$ cat src/rtl/mem_data_interface_if.sv
// Bus-side and memory-side signal bundle of the Mini SRC memory data stage.
// The slave modport is the stage itself; the master modport is the CPU/memory environment.
interface mem_data_interface_if #(
  parameter int DATA_WIDTH = 32,
  parameter int ADDR_WIDTH = 9
);
  logic [DATA_WIDTH-1:0] bus_in;
  logic                  mar_in;
  logic                  mdr_in;
  logic                  read;
  logic                  write;
  logic                  mem_ready;
  logic [DATA_WIDTH-1:0] mem_rdata;
  logic [ADDR_WIDTH-1:0] mem_addr;
  logic [DATA_WIDTH-1:0] mem_wdata;
  logic                  mem_rd;
  logic                  mem_wr;
  logic [DATA_WIDTH-1:0] mdr_out;
  logic                  busy;
  logic                  done;
  logic                  err;

  modport slave (
    input  bus_in, mar_in, mdr_in, read, write, mem_ready, mem_rdata,
    output mem_addr, mem_wdata, mem_rd, mem_wr, mdr_out, busy, done, err
  );

  modport master (
    output bus_in, mar_in, mdr_in, read, write, mem_ready, mem_rdata,
    input  mem_addr, mem_wdata, mem_rd, mem_wr, mdr_out, busy, done, err
  );
endinterface

$ cat src/rtl/mem_data_interface.sv
// MAR/MDR holder and single-word memory handshake FSM for the Mini SRC datapath.
// Optional access abort after TIMEOUT_CYCLES wait cycles is enabled with `define MEM_TIMEOUT_EN.
module mem_data_interface #(
  parameter int DATA_WIDTH     = 32,
  parameter int ADDR_WIDTH     = 9,
  parameter int TIMEOUT_CYCLES = 15
) (
  input logic                  clock,
  input logic                  clear,
  mem_data_interface_if.slave  bus
);

  typedef enum logic [1:0] {
    IDLE  = 2'd0,
    READ  = 2'd1,
    WRITE = 2'd2,
    DONE  = 2'd3
  } state_t;

  state_t                state;
  state_t                state_next;
  logic [ADDR_WIDTH-1:0] mar;
  logic [ADDR_WIDTH-1:0] mar_next;
  logic [DATA_WIDTH-1:0] mdr;
  logic [DATA_WIDTH-1:0] mdr_next;
  logic                  err_q;
  logic                  err_next;
  logic                  rd_q;
  logic                  wr_q;
  logic                  busy_q;
  logic                  done_q;
  logic                  timeout_hit;

`ifdef MEM_TIMEOUT_EN
  localparam int CNT_W = $clog2(TIMEOUT_CYCLES + 1);
  logic [CNT_W-1:0] wait_cnt;

  // Wait-cycle counter: zero outside an access, counts cycles without mem_ready.
  always_ff @(posedge clock) begin
    if (clear) begin
      wait_cnt <= '0;
    end else if ((state != READ) && (state != WRITE)) begin
      wait_cnt <= '0;
    end else if (!bus.mem_ready) begin
      wait_cnt <= wait_cnt + CNT_W'(1);
    end else begin
      wait_cnt <= wait_cnt;
    end
  end

  assign timeout_hit = (wait_cnt == CNT_W'(TIMEOUT_CYCLES - 1));
`else
  assign timeout_hit = 1'b0;
`endif

  // Next-state, MAR/MDR load and error decode.
  always_comb begin
    state_next = state;
    mar_next   = mar;
    mdr_next   = mdr;
    err_next   = err_q;
    case (state)
      IDLE: begin
        if (bus.mar_in) mar_next = bus.bus_in[ADDR_WIDTH-1:0];
        else            mar_next = mar;
        if (bus.mdr_in) mdr_next = bus.bus_in;
        else            mdr_next = mdr;
        // Simultaneous read and write is treated as no command.
        if (bus.read && !bus.write) begin
          state_next = READ;
          err_next   = 1'b0;
        end else if (bus.write && !bus.read) begin
          state_next = WRITE;
          err_next   = 1'b0;
        end else begin
          state_next = IDLE;
        end
      end
      READ: begin
        if (bus.mem_ready) begin
          mdr_next   = bus.mem_rdata;
          state_next = DONE;
        end else if (timeout_hit) begin
          state_next = DONE;
          err_next   = 1'b1;
        end else begin
          state_next = READ;
        end
      end
      WRITE: begin
        if (bus.mem_ready) begin
          state_next = DONE;
        end else if (timeout_hit) begin
          state_next = DONE;
          err_next   = 1'b1;
        end else begin
          state_next = WRITE;
        end
      end
      DONE:    state_next = IDLE;
      default: state_next = IDLE;
    endcase
  end

  // State, data registers and registered strobes/status.
  always_ff @(posedge clock) begin
    if (clear) begin
      state  <= IDLE;
      mar    <= '0;
      mdr    <= '0;
      err_q  <= 1'b0;
      rd_q   <= 1'b0;
      wr_q   <= 1'b0;
      busy_q <= 1'b0;
      done_q <= 1'b0;
    end else begin
      state  <= state_next;
      mar    <= mar_next;
      mdr    <= mdr_next;
      err_q  <= err_next;
      rd_q   <= (state_next == READ);
      wr_q   <= (state_next == WRITE);
      busy_q <= (state_next == READ) || (state_next == WRITE);
      done_q <= (state_next == DONE);
    end
  end

  assign bus.mem_addr  = mar;
  assign bus.mem_wdata = mdr;
  assign bus.mdr_out   = mdr;
  assign bus.mem_rd    = rd_q;
  assign bus.mem_wr    = wr_q;
  assign bus.busy      = busy_q;
  assign bus.done      = done_q;
  assign bus.err       = err_q;

endmodule

$ cat src/flat_wrapper.sv
// flat-port wrapper written by rule: the top's interface ports become plain ports
module mem_data_interface_flat 
#(
  parameter int DATA_WIDTH     = 32,
  parameter int ADDR_WIDTH     = 9,
  parameter int TIMEOUT_CYCLES = 15
)
  (clock, clear, bus_bus_in, bus_mar_in, bus_mdr_in, bus_read, bus_write, bus_mem_ready, bus_mem_rdata, bus_mem_addr, bus_mem_wdata, bus_mem_rd, bus_mem_wr, bus_mdr_out, bus_busy, bus_done, bus_err);
  mem_data_interface_if #(.DATA_WIDTH(DATA_WIDTH), .ADDR_WIDTH(ADDR_WIDTH)) bus_i ();
  input logic clock;
  input logic clear;
  input wire logic [$bits(bus_i.bus_in)-1:0] bus_bus_in;
  input wire logic [$bits(bus_i.mar_in)-1:0] bus_mar_in;
  input wire logic [$bits(bus_i.mdr_in)-1:0] bus_mdr_in;
  input wire logic [$bits(bus_i.read)-1:0] bus_read;
  input wire logic [$bits(bus_i.write)-1:0] bus_write;
  input wire logic [$bits(bus_i.mem_ready)-1:0] bus_mem_ready;
  input wire logic [$bits(bus_i.mem_rdata)-1:0] bus_mem_rdata;
  output wire logic [$bits(bus_i.mem_addr)-1:0] bus_mem_addr;
  output wire logic [$bits(bus_i.mem_wdata)-1:0] bus_mem_wdata;
  output wire logic [$bits(bus_i.mem_rd)-1:0] bus_mem_rd;
  output wire logic [$bits(bus_i.mem_wr)-1:0] bus_mem_wr;
  output wire logic [$bits(bus_i.mdr_out)-1:0] bus_mdr_out;
  output wire logic [$bits(bus_i.busy)-1:0] bus_busy;
  output wire logic [$bits(bus_i.done)-1:0] bus_done;
  output wire logic [$bits(bus_i.err)-1:0] bus_err;
  assign bus_i.bus_in = bus_bus_in;
  assign bus_i.mar_in = bus_mar_in;
  assign bus_i.mdr_in = bus_mdr_in;
  assign bus_i.read = bus_read;
  assign bus_i.write = bus_write;
  assign bus_i.mem_ready = bus_mem_ready;
  assign bus_i.mem_rdata = bus_mem_rdata;
  assign bus_mem_addr = bus_i.mem_addr;
  assign bus_mem_wdata = bus_i.mem_wdata;
  assign bus_mem_rd = bus_i.mem_rd;
  assign bus_mem_wr = bus_i.mem_wr;
  assign bus_mdr_out = bus_i.mdr_out;
  assign bus_busy = bus_i.busy;
  assign bus_done = bus_i.done;
  assign bus_err = bus_i.err;
  mem_data_interface #(.DATA_WIDTH(DATA_WIDTH), .ADDR_WIDTH(ADDR_WIDTH), .TIMEOUT_CYCLES(TIMEOUT_CYCLES)) u_core (.clock(clock), .clear(clear), .bus(bus_i));
endmodule
$ cat config.mk
export PLATFORM = sky130hd
export DESIGN_NAME = mem_data_interface_flat
export DESIGN_NICKNAME = d
export VERILOG_FILES = /design/src/rtl/mem_data_interface_if.sv /design/src/rtl/mem_data_interface.sv /design/src/flat_wrapper.sv
export SDC_FILE = /design/constraint.sdc
export NUM_CORES = 1
export LEC_CHECK = 0
export CAP_MARGIN = 20
export CORE_MARGIN = 1
export CORE_UTILIZATION = 36
export DETAILED_ROUTE_END_ITERATION = 8
export PLACE_DENSITY_LB_ADDON = 0.15
export SYNTH_ARGS = -nofsm -noshare
export SYNTH_HDL_FRONTEND = slang
export SYNTH_SLANG_ARGS = --single-unit
export TNS_END_PERCENT = 20
$ cat constraint.sdc
create_clock -name clock -period 1.5 [get_ports clock]
set_input_delay 0.225 -clock clock [delete_from_list [all_inputs] [get_ports clock]]
set_output_delay 0.225 -clock clock [all_outputs]
set_load 0.005 [all_outputs]
==> impl_results.html <==
<table>
<tr><th>Metric</th><th>Value</th></tr>
<tr><th colspan="2">Run status</th></tr>
<tr><td>Run status</td><td>complete, no violations</td></tr>
<tr><th colspan="2">Route</th></tr>
<tr><td>DR vias/cell</td><td>4.87</td></tr>
<tr><td>Met3 layer wire length in the routed design</td><td>635 µm</td></tr>
<tr><td>Detailed-route wire length</td><td>~6.3 mm</td></tr>
<tr><td>Total length of routed met2 wires</td><td>2.89 mm</td></tr>
<tr><td>Initial DRC Count</td><td>54</td></tr>
<tr><td>Wire length the detailed router placed on met1</td><td>2.68 mm</td></tr>
<tr><td>Post-DRT Antenna Nets</td><td>0</td></tr>
<tr><td>Detailed Routing Iterations Pass 1</td><td>4</td></tr>
<tr><td>Average wire per standard cell</td><td>14.8 µm</td></tr>
<tr><td>Total number of vias</td><td>about 2100</td></tr>
<tr><td>Top Metal Used</td><td>met4</td></tr>
<tr><td>Number of DRC violations after detailed routing</td><td>0</td></tr>
<tr><th colspan="2">Cells and area</th></tr>
<tr><td>Post-layout utilization of the core</td><td>60.7%</td></tr>
<tr><td>Fin nets</td><td>424</td></tr>
<tr><td>Number of filler instances in the final layout</td><td>~540</td></tr>
<tr><td>Most frequent cells in the layout</td><td>clkdlybuf4s50_1 (145), dfxtp_1 (45), inv_1 (34)</td></tr>
<tr><td>Area growth from synthesis to layout</td><td>60.7%</td></tr>
<tr><td>Ant. Diodes</td><td>0</td></tr>
<tr><td>Most common cell after layout, fill and taps aside</td><td>clkdlybuf4s50_1</td></tr>
<tr><td>Fraction of layout cells with a size suffix above 1</td><td>6.59%</td></tr>
<tr><td>Non-filler instance count after layout</td><td>about 420</td></tr>
<tr><th colspan="2">Critical path</th></tr>
<tr><td>Max Fanout on Critical Path</td><td>3</td></tr>
<tr><td>Critical path buffers and inverters</td><td>1</td></tr>
<tr><td>Peak per-stage delay on the critical path</td><td>0.52 ns</td></tr>
<tr><td>Endpoint required time on the critical path</td><td>1.27 ns</td></tr>
<tr><td>Kind of launch point of the worst setup path</td><td>flip-flop</td></tr>
<tr><td>Library cell contributing the largest single delay on the critical path</td><td>clkdlybuf4s50_1</td></tr>
<tr><td>Cells along the critical path</td><td>clkdlybuf4s50_1</td></tr>
<tr><td>CP endpoint kind</td><td>output port</td></tr>
<tr><td>Type of the setup path with the least slack</td><td>reg2out</td></tr>
<tr><td>Signal arrival time at the worst endpoint</td><td>roughly 1.2 ns</td></tr>
<tr><td>CP top delay family</td><td>buffers and inverters</td></tr>
<tr><th colspan="2">Global route</th></tr>
<tr><td>Total Routing Usage GR</td><td>18.2%</td></tr>
<tr><td>Overflow after GRT</td><td>0</td></tr>
<tr><td>Initial antenna violation count</td><td>0</td></tr>
<tr><td>Global-route wire length before repair</td><td>about 9 mm</td></tr>
<tr><td>Via count of the first global-routing pass</td><td>1881</td></tr>
<tr><td>Maximum number of pins on one net before global-route repair</td><td>48</td></tr>
<tr><th colspan="2">Placement</th></tr>
<tr><td>Pre-CTS setup slack</td><td>-0.420 ns</td></tr>
<tr><td>HPWL after detailed placement</td><td>4.27 mm</td></tr>
<tr><td>Number of placed instances with taps included</td><td>417</td></tr>
<tr><td>Number of buffers added on ports</td><td>147</td></tr>
<tr><td>Final GP Congestion</td><td>slightly above 0.7</td></tr>
<tr><th colspan="2">Yosys</th></tr>
<tr><td>Most used flip-flop cell after synthesis</td><td>dfxtp_1</td></tr>
<tr><td>Cell count after synthesis</td><td>235</td></tr>
<tr><td>Synthesized netlist net count</td><td>309</td></tr>
<tr><td>Number of distinct library cell variants in the gate-level netlist after synthesis</td><td>22</td></tr>
<tr><td>Yosys warnings</td><td>0</td></tr>
<tr><td>Average cell area after synthesis</td><td>9.69 µm²</td></tr>
<tr><td>Area of the mapped netlist</td><td>0.00228 mm²</td></tr>
<tr><td>Dominant cells by area after synthesis</td><td>dfxtp_1 (41%), o221a_1 (16%), buf_4 (12%)</td></tr>
<tr><td>EDFF count, synth</td><td>0</td></tr>
<tr><td>Top-area cell type share of the netlist area</td><td>41.3%</td></tr>
<tr><td>Synth async-reset ratio</td><td>0%</td></tr>
<tr><td>Leading area contributor after synthesis</td><td>dfxtp_1</td></tr>
<tr><td>Seq/Total Area, Yosys</td><td>just over 40%</td></tr>
<tr><td>Count of state elements after synthesis</td><td>47</td></tr>
<tr><th colspan="2">Power</th></tr>
<tr><td>Leakage power figure</td><td>1.49 nW</td></tr>
<tr><td>Peak supply drop</td><td>0.000517 V</td></tr>
<tr><td>Cell Pwr Density</td><td>947 mW/mm²</td></tr>
<tr><th colspan="2">Floorplan</th></tr>
<tr><td>Y dimension of the die</td><td>81.5 µm</td></tr>
<tr><td>Die area</td><td>0.00665 mm²</td></tr>
<tr><td>Number of placement rows</td><td>28</td></tr>
<tr><td>Number of placed I/O pins</td><td>149</td></tr>
<tr><td>Starting density of the core</td><td>37.8%</td></tr>
<tr><td>CORE AREA</td><td>roughly 0.006 mm²</td></tr>
<tr><td>Width of the die</td><td>81.5 µm</td></tr>
<tr><th colspan="2">Clock tree</th></tr>
<tr><td>Register clock-pin slew on the reported worst setup and hold paths</td><td>0.08 ns</td></tr>
<tr><td>Root buffer selected by CTS</td><td>clkbuf_8</td></tr>
<tr><td>Quantity of hold-fixing buffers added after cts</td><td>0</td></tr>
<tr><td>H-tree depth reported by CTS</td><td>2</td></tr>
<tr><td>Number of clock sinks</td><td>47</td></tr>
<tr><td>Clock tree buffer depth</td><td>2</td></tr>
<tr><td>CTS tree</td><td>done</td></tr>
<tr><td>Clock latency at the later pin of the worst-skew pair</td><td>0.30 ns</td></tr>
<tr><td>CTS Buf Count</td><td>5</td></tr>
<tr><th colspan="2">STA</th></tr>
<tr><td>Timing-limited maximum frequency</td><td>698 MHz</td></tr>
<tr><td>Final-report max-slew violation count</td><td>0</td></tr>
<tr><td>Part of the cycle the worst path needs</td><td>between 90% and 100%</td></tr>
<tr><td>Worst clock skew</td><td>0.00801 ns</td></tr>
<tr><td>Worst hold slack after final layout</td><td>~0.37 ns</td></tr>
<tr><td>Final sum of negative setup slack</td><td>0 ns</td></tr>
<tr><td>Final setup viols</td><td>0</td></tr>
<tr><td>Final Hold Vio Count</td><td>0</td></tr>
<tr><td>Clock period minus worst slack</td><td>1.43 ns</td></tr>
<tr><td>Setup slack of the critical path after layout</td><td>approximately 0.066 ns</td></tr>
<tr><th colspan="2">Hold path</th></tr>
<tr><td>Path type of the worst min-delay path</td><td>in2reg</td></tr>
<tr><th colspan="2">Flow run</th></tr>
<tr><td>Maximum Capacitance Violations</td><td>0</td></tr>
</table>
==> state kept, by name, indices dropped and copies added, names as in the netlist <==
name,flops
u_core.state,2
u_core.bus.mem_wr,1
u_core.bus.busy,1
u_core.bus.mdr_out,32
u_core.bus.mem_addr,9
u_core.bus.done,1
u_core.bus.mem_rd,1
==> cells by family (layout without fill, tap and decap cells) <==
logic type	count (synthesis)	after routing	synth area share (%)
buffers and inverters	83	196	22.1
AO/OA/AOI/OAI	69	69	24.5
flip-flops	47	47	41.3
AND/OR/NAND/NOR	22	23	5.77
multiplexers	10	10	4.56
adder cells (fa/ha/maj)	3	3	1.65
other	1	1	0.165
==> synthesized netlist by cell type, drive strengths merged (3+ instances only) <==
master	instances
buf	45
nor2	13
mux2i	10
nor2b	3
dfxtp	47
nand2b	3
ha	3
a21oi	33
o221a	32
clkbuf	4
inv	34
==> path summary, 6_finish.rpt <==
kind	start	endpoint	slack, ns	cells after the start
hold reg to reg	u_core.bus.mem_addr[3]	u_core.bus.mem_addr[3]	0.50	2
setup / recovery	u_core.bus.mdr_out[7]	bus_mdr_out[7]	0.07	1
hold / removal	clear	u_core.bus.busy	0.37	3
setup reg to reg	u_core.state[0]	u_core.bus.mdr_out[18]	0.14	3
==> metal layers <==
metal,global-route usage (%),vias to the layer above
met5,0,-
met2,30.5,95
li1,-,1004
met3,6.22,8
met4,5.89,0
met1,21.7,957
==> stage by stage <==
step	cell area, µm²	power [mW]
4_1_cts	3650	3.50
6_report	3660	3.47
5_1_grt	3660	3.67
3_5_place_dp	3570	2.78
2_1_floorplan	2280	2.14
3_3_place_gp	3570	2.76
==> where the power goes <==
part / switching (mW) / internal [mW]
clock: 0.397 / 0.312
combinational: 0.404 / 0.813
sequential: 0.133 / 1.41
==> timing repair <==
item / CTS / global route
endpoints found under the setup margin: 32 / 32
gates cloned: 0 / 1
resized for setup: 3 / 2
setup buffers: 0 / 0
pin swaps: 9 / 0
hold endpoints to repair: 0 / 0
==> area by class of cell <==
class	count	area (µm²)	area share, %
flip-flops and latches	47	946	25.8
multi-input cells	106	850	23.2
repair buffers	156	1570	42.9
well taps	75	93.8	2.56
inverters	34	128	3.49
clock buffers	6	72.6	1.98
No activity file was read; power rests on OpenSTA's default activity.
==> variant 1: new RTL, config.mk and constraints unchanged <==
The option `MEM_TIMEOUT_EN` is turned on by a define.
--- a/src/rtl/mem_data_interface.sv
+++ b/src/rtl/mem_data_interface.sv
@@ -1,5 +1,7 @@
 // MAR/MDR holder and single-word memory handshake FSM for the Mini SRC datapath.
 // Optional access abort after TIMEOUT_CYCLES wait cycles is enabled with `define MEM_TIMEOUT_EN.
+`define MEM_TIMEOUT_EN
+
 module mem_data_interface #(
   parameter int DATA_WIDTH     = 32,
   parameter int ADDR_WIDTH     = 9,
Behaviour: same outputs for any inputs over 10 cycles, from zero or initial values; that may be too few to reach the edited logic, so the function may still have changed.
==> variant 1 against the original RTL <==
The flow now finishes with violations (setup timing); worst setup slack lost 0.29 ns; synthesized area increased by 22%; hold slack worse by 0.034 ns; sequential cell count up 5; total power rose by 28%; routed wire length up 17%; utilization fell by 0.26 points; via count grew 19%; synthesized cell count increased by 18%; cell area is 21% higher; largest cell class unchanged; largest power group is now combinational logic.
==> variant 1: results (changes against the original RTL) <==
| Metric | Value |
|---|---|
| Register-to-Register Path Depth | 7 (+4) |
| Sw Pwr | 1.29 mW (+38%) |
| Critical Path Max Stage Delay | 0.39 ns (-0.13 ns) |
| GR Util met3 | 4.57% (-1.7 points) |
| Pwr/cell area | 1000 mW/mm2 (+6.0%) |
| Syn nets | 358 (+16%) |
| Failing checks | setup timing |
| P_seq | 1.70 mW (+10%) |
| Pre-CTS setup slack | -0.448 ns (-0.0278 ns) |
| Post-synthesis sequential area ratio | 37.6% (-3.7 points) |
| Layout clock area frac | 2.43% (+0.44 points) |
| Highest-delay cell along the critical path | a222oi_1 |
| Seq_cells | 52 (+11%) |
| Worst Hold Path EP | u_core.wait_cnt[0] |
| All-Layer GR Usage | 18.2% (about the same) |
| VDD IR-drop max | 0.449 mV (-13%) |
| H-tree depth | 2 (unchanged) |
| Number of setup violations in the final report | 37 (+37) |
| Initial DRC Count | 58 (+7.4%) |
| Routed length on met1 | 3.24 mm (+21%) |
| Port Buffers | 148 (+0.68%) |
| Crit path DAT | 1.91 ns (+0.70 ns) |
| Non-clock inverters | 4 (-88%) |
| DR WL met2 | 3.54 mm (+22%) |
| Largest net degree at the start of global routing | 28 (-42%) |
| GRT met2 Usage | 32.0% (+1.5 points) |
| GRT met1 Usage | 22.5% (+0.72 points) |
| Clock-pin slew on the worst setup and hold paths | 0.09 ns |
| PnR worst setup slack | -0.225 ns (-0.292 ns) |
| Critical Path Start | u_core.wait_cnt[0] |
| Multi-input logic area | 0.00142 mm2 (+67%) |
| Multi-input comb cells | 168 (+58%) |
| Share of layout cells above drive strength 1 | 20.8% (+14 points) |
| R2R Path End | u_core.bus.busy |
| Layout Skew | 0.00626 ns (-0.00175 ns) |
| Max Fanout on Critical Path | 2 (-1) |
| Crit path max-delay family | compound AO/OA/AOI/OAI gates |
| Run status | finished with violations |
| HPWL after DPL | 5.56 mm (+30%) |
| Power Clock | 0.951 mW (+34%) |
| Fillers | 626 (+15%) |
| Leak Pwr | 1.57 nW (+5.7%) |
| Clock buffers | 6 (unchanged) |
| Non-CTS buffers | 176 (+13%) |
| Largest cells by area after synthesis | dfxtp_1, a211oi_2, mux2i_1 |
| Total Routed Length | 7.36 mm (+17%) |
| Vias post-DR | 2464 (+19%) |
| Clock Latency Late Sink | 0.30 ns (about the same) |
| First-pass GRT wire length | 12.1 mm (+33%) |
| Synth cell types | 28 (+27%) |
| GPL Wtd Cong | 0.815 (+12%) |
| Signal buffers share of area | 38.7% (-4.2 points) |
-- variant 1: changes by cell type after synthesis, sizes merged, moves of 3 or more --
cell / before / now
a211oi: 2 / 34
a21oi: 33 / 44
buf: 45 / 42
clkbuf: 4 / 12
dfxtp: 47 / 52
ha: 3 / 9
inv: 34 / 4
mux2i: 10 / 32
nand2: 0 / 10
nand3: 0 / 9
nor2: 13 / 7
o221a: 32 / 0
-- variant 1: stage by stage --
stage / util (%) / hold slack (ns) / setup TNS, ns / std cells / instance area, um2
detailed placement: 58.0 / 0.447 / -5.31 / 498 / 4250
CTS: 60.2 / 0.334 / -2.00 / 506 / 4410
floorplan: - / 0.364 / -3.50 / 278 / 2790
finish: 60.5 / 0.332 / -2.49 / 507 / 4430
global route: 60.5 / 0.375 / -4.61 / 507 / 4430
global placement: 58.0 / 0.442 / -3.60 / 498 / 4250
-- variant 1: kinds of logic after synthesis --
logic type | synth area share (%)
AOI/OAI and AO/OA | 23.8
buffers and inverters | 13.7
DFF | 37.6
and+or+nand+nor | 7.41
muxes | 12.1
adders and majority gates | 4.07
xor gates and xnor gates | 1.26
-- variant 1: repair_timing --
| action | in CTS | in global routing |
|---|---|---|
| gates resized for setup | 12 | 4 |
| buffers inserted | 1 | 1 |
| hold buffers | 0 | 0 |
| endpoints found under the setup margin | 37 | 40 |
| pin swaps | 3 | 0 |
| endpoints found under the hold margin | 0 | 0 |
-- variant 1: how the worst max path moves through the flow --
stage,endpoint,slack (ns),cells past startpoint
2_1_floorplan,u_core.bus.busy,-0.15,7
3_3_place_gp,u_core.bus.busy,-0.35,6
3_5_place_dp,u_core.bus.busy,-0.45,6
4_1_cts,u_core.bus.busy,-0.12,7
5_1_grt,u_core.bus.busy,-0.31,7
6_report,u_core.bus.busy,-0.23,7
==> variant 2: new RTL, same settings <==
Without the edit above. The 4 states of `state_t` get a Gray code encoding in 2 bits.
--- a/src/rtl/mem_data_interface.sv
+++ b/src/rtl/mem_data_interface.sv
@@ -11,10 +11,10 @@
 );
 
   typedef enum logic [1:0] {
-    IDLE  = 2'd0,
-    READ  = 2'd1,
-    WRITE = 2'd2,
-    DONE  = 2'd3
+    IDLE  = 2'b00,
+    READ  = 2'b01,
+    WRITE = 2'b11,
+    DONE  = 2'b10
   } state_t;
 
   state_t                state;
Check against the original RTL: no difference found for any inputs over 10 cycles, from zero or initial values; not proved beyond that.
==> variant 2 against the original RTL <==
Hold slack lost 0.078 ns; sequential cell count shrank 1; sequential power shrank 5%; combinational power shrank 11%; utilization grew 2.1 points; routed wire length shrank 3.2%; worst setup slack lost 0.063 ns; largest power group unchanged; synthesized area shrank 4.6%; cell area shrank 2.6%; sequential share of layout area is essentially flat; total power shrank 5.8%.
==> variant 2: results (changes against the original RTL) <==
| Metric | Value |
|---|---|
| Sequential share of cell area | 25.9% (about the same) |
| VDD IR-drop max | 0.500 mV (-3.2%) |
| Power Internal | 2.40 mW (-5.4%) |
| Fillers | 505 (-6.8%) |
| Min Hold Slack | 0.288 ns (-0.0778 ns) |
| Run status | finished, final reports clean |
| Cell total after placement | 412 (-1.2%) |
| Layout clock area frac | 2.14% (+0.16 points) |
| Fraction of area in multi-input gates | 24.9% (+1.7 points) |
| Pre-CTS setup slack | -0.368 ns (+0.0521 ns) |
| Routed length on met1 | 2.55 mm (-4.9%) |
| Clock buffers | 7 (+1) |
| GPL Wtd Cong | 0.716 (-1.5%) |
| Vias post-DR | 2079 (+0.73%) |
| Worst Hold Path EP | u_core.bus.done |
| Max Fanout on Critical Path | 32 (+29) |
| Vias in the first global route | 1981 (+5.3%) |
| Synth-to-layout area growth | 64.2% |
| R2R Path End | u_core.bus.mdr_out[12] |
| HPWL after DPL | 4.32 mm (+1.2%) |
| DR WL met2 | 2.96 mm (+2.4%) |
| First-pass GRT wire length | 9.38 mm (+3.0%) |
| Largest cells by area after synthesis | dfxtp_1, o221a_1, buf_4 |
| Crit path DAT | 1.74 ns (+0.53 ns) |
| Met3 WL | 523 um (-18%) |
| Sinks on Clock Net | 46 (-2.1%) |
| All-Layer GR Usage | 19.3% (+1.0 points) |
| Post-synthesis sequential area ratio | 42.4% (+1.1 points) |
| Mapped Avg Cell Area | 9.32 um2 (-3.8%) |
| Share of layout cells above drive strength 1 | 6.92% (+0.33 points) |
| Non-CTS buffers | 160 (+2.6%) |
| Non-clock inverters | 2 (-94%) |
| Syn nets | 305 (-1.3%) |
| Leak Pwr | 1.40 nW (-6.2%) |
| R2r setup slk | 0.003 ns (-0.14 ns) |
| Highest-delay cell along the critical path | nor2_4 |
[variant 2: what timing repair did]
item / in CTS / in global routing
resized for setup: 5 / 1
setup buffers: 0 / 0
pin swaps: 2 / 8
hold buffers: 0 / 0
endpoints found under the setup margin: 33 / 33
endpoints found under the hold margin: 0 / 0
cloned: 0 / 0
[variant 2: power by group through the flow]
stage	clock [mW]	combinational [mW]	sequential, mW
final	0.719	1.09	1.46
after global routing	0.785	1.18	1.48
after CTS	0.741	1.10	1.46
after detailed placement	0	1.09	1.48
after global placement	0	1.09	1.48
after floorplan	0	0.510	1.48
[variant 2: cell families (layout without fill, tap and decap cells)]
| logic type | Yosys count | count (layout) | synth area share [%] |
|---|---|---|---|
| compound gates | 68 | 68 | 25.2 |
| buf+inv | 55 | 169 | 17.1 |
| simple gates | 52 | 52 | 10.0 |
| flops | 46 | 46 | 42.4 |
| mux | 10 | 10 | 4.61 |
| fa+ha+maj | 1 | 1 | 0.576 |
| other cells | 1 | 1 | 0.173 |
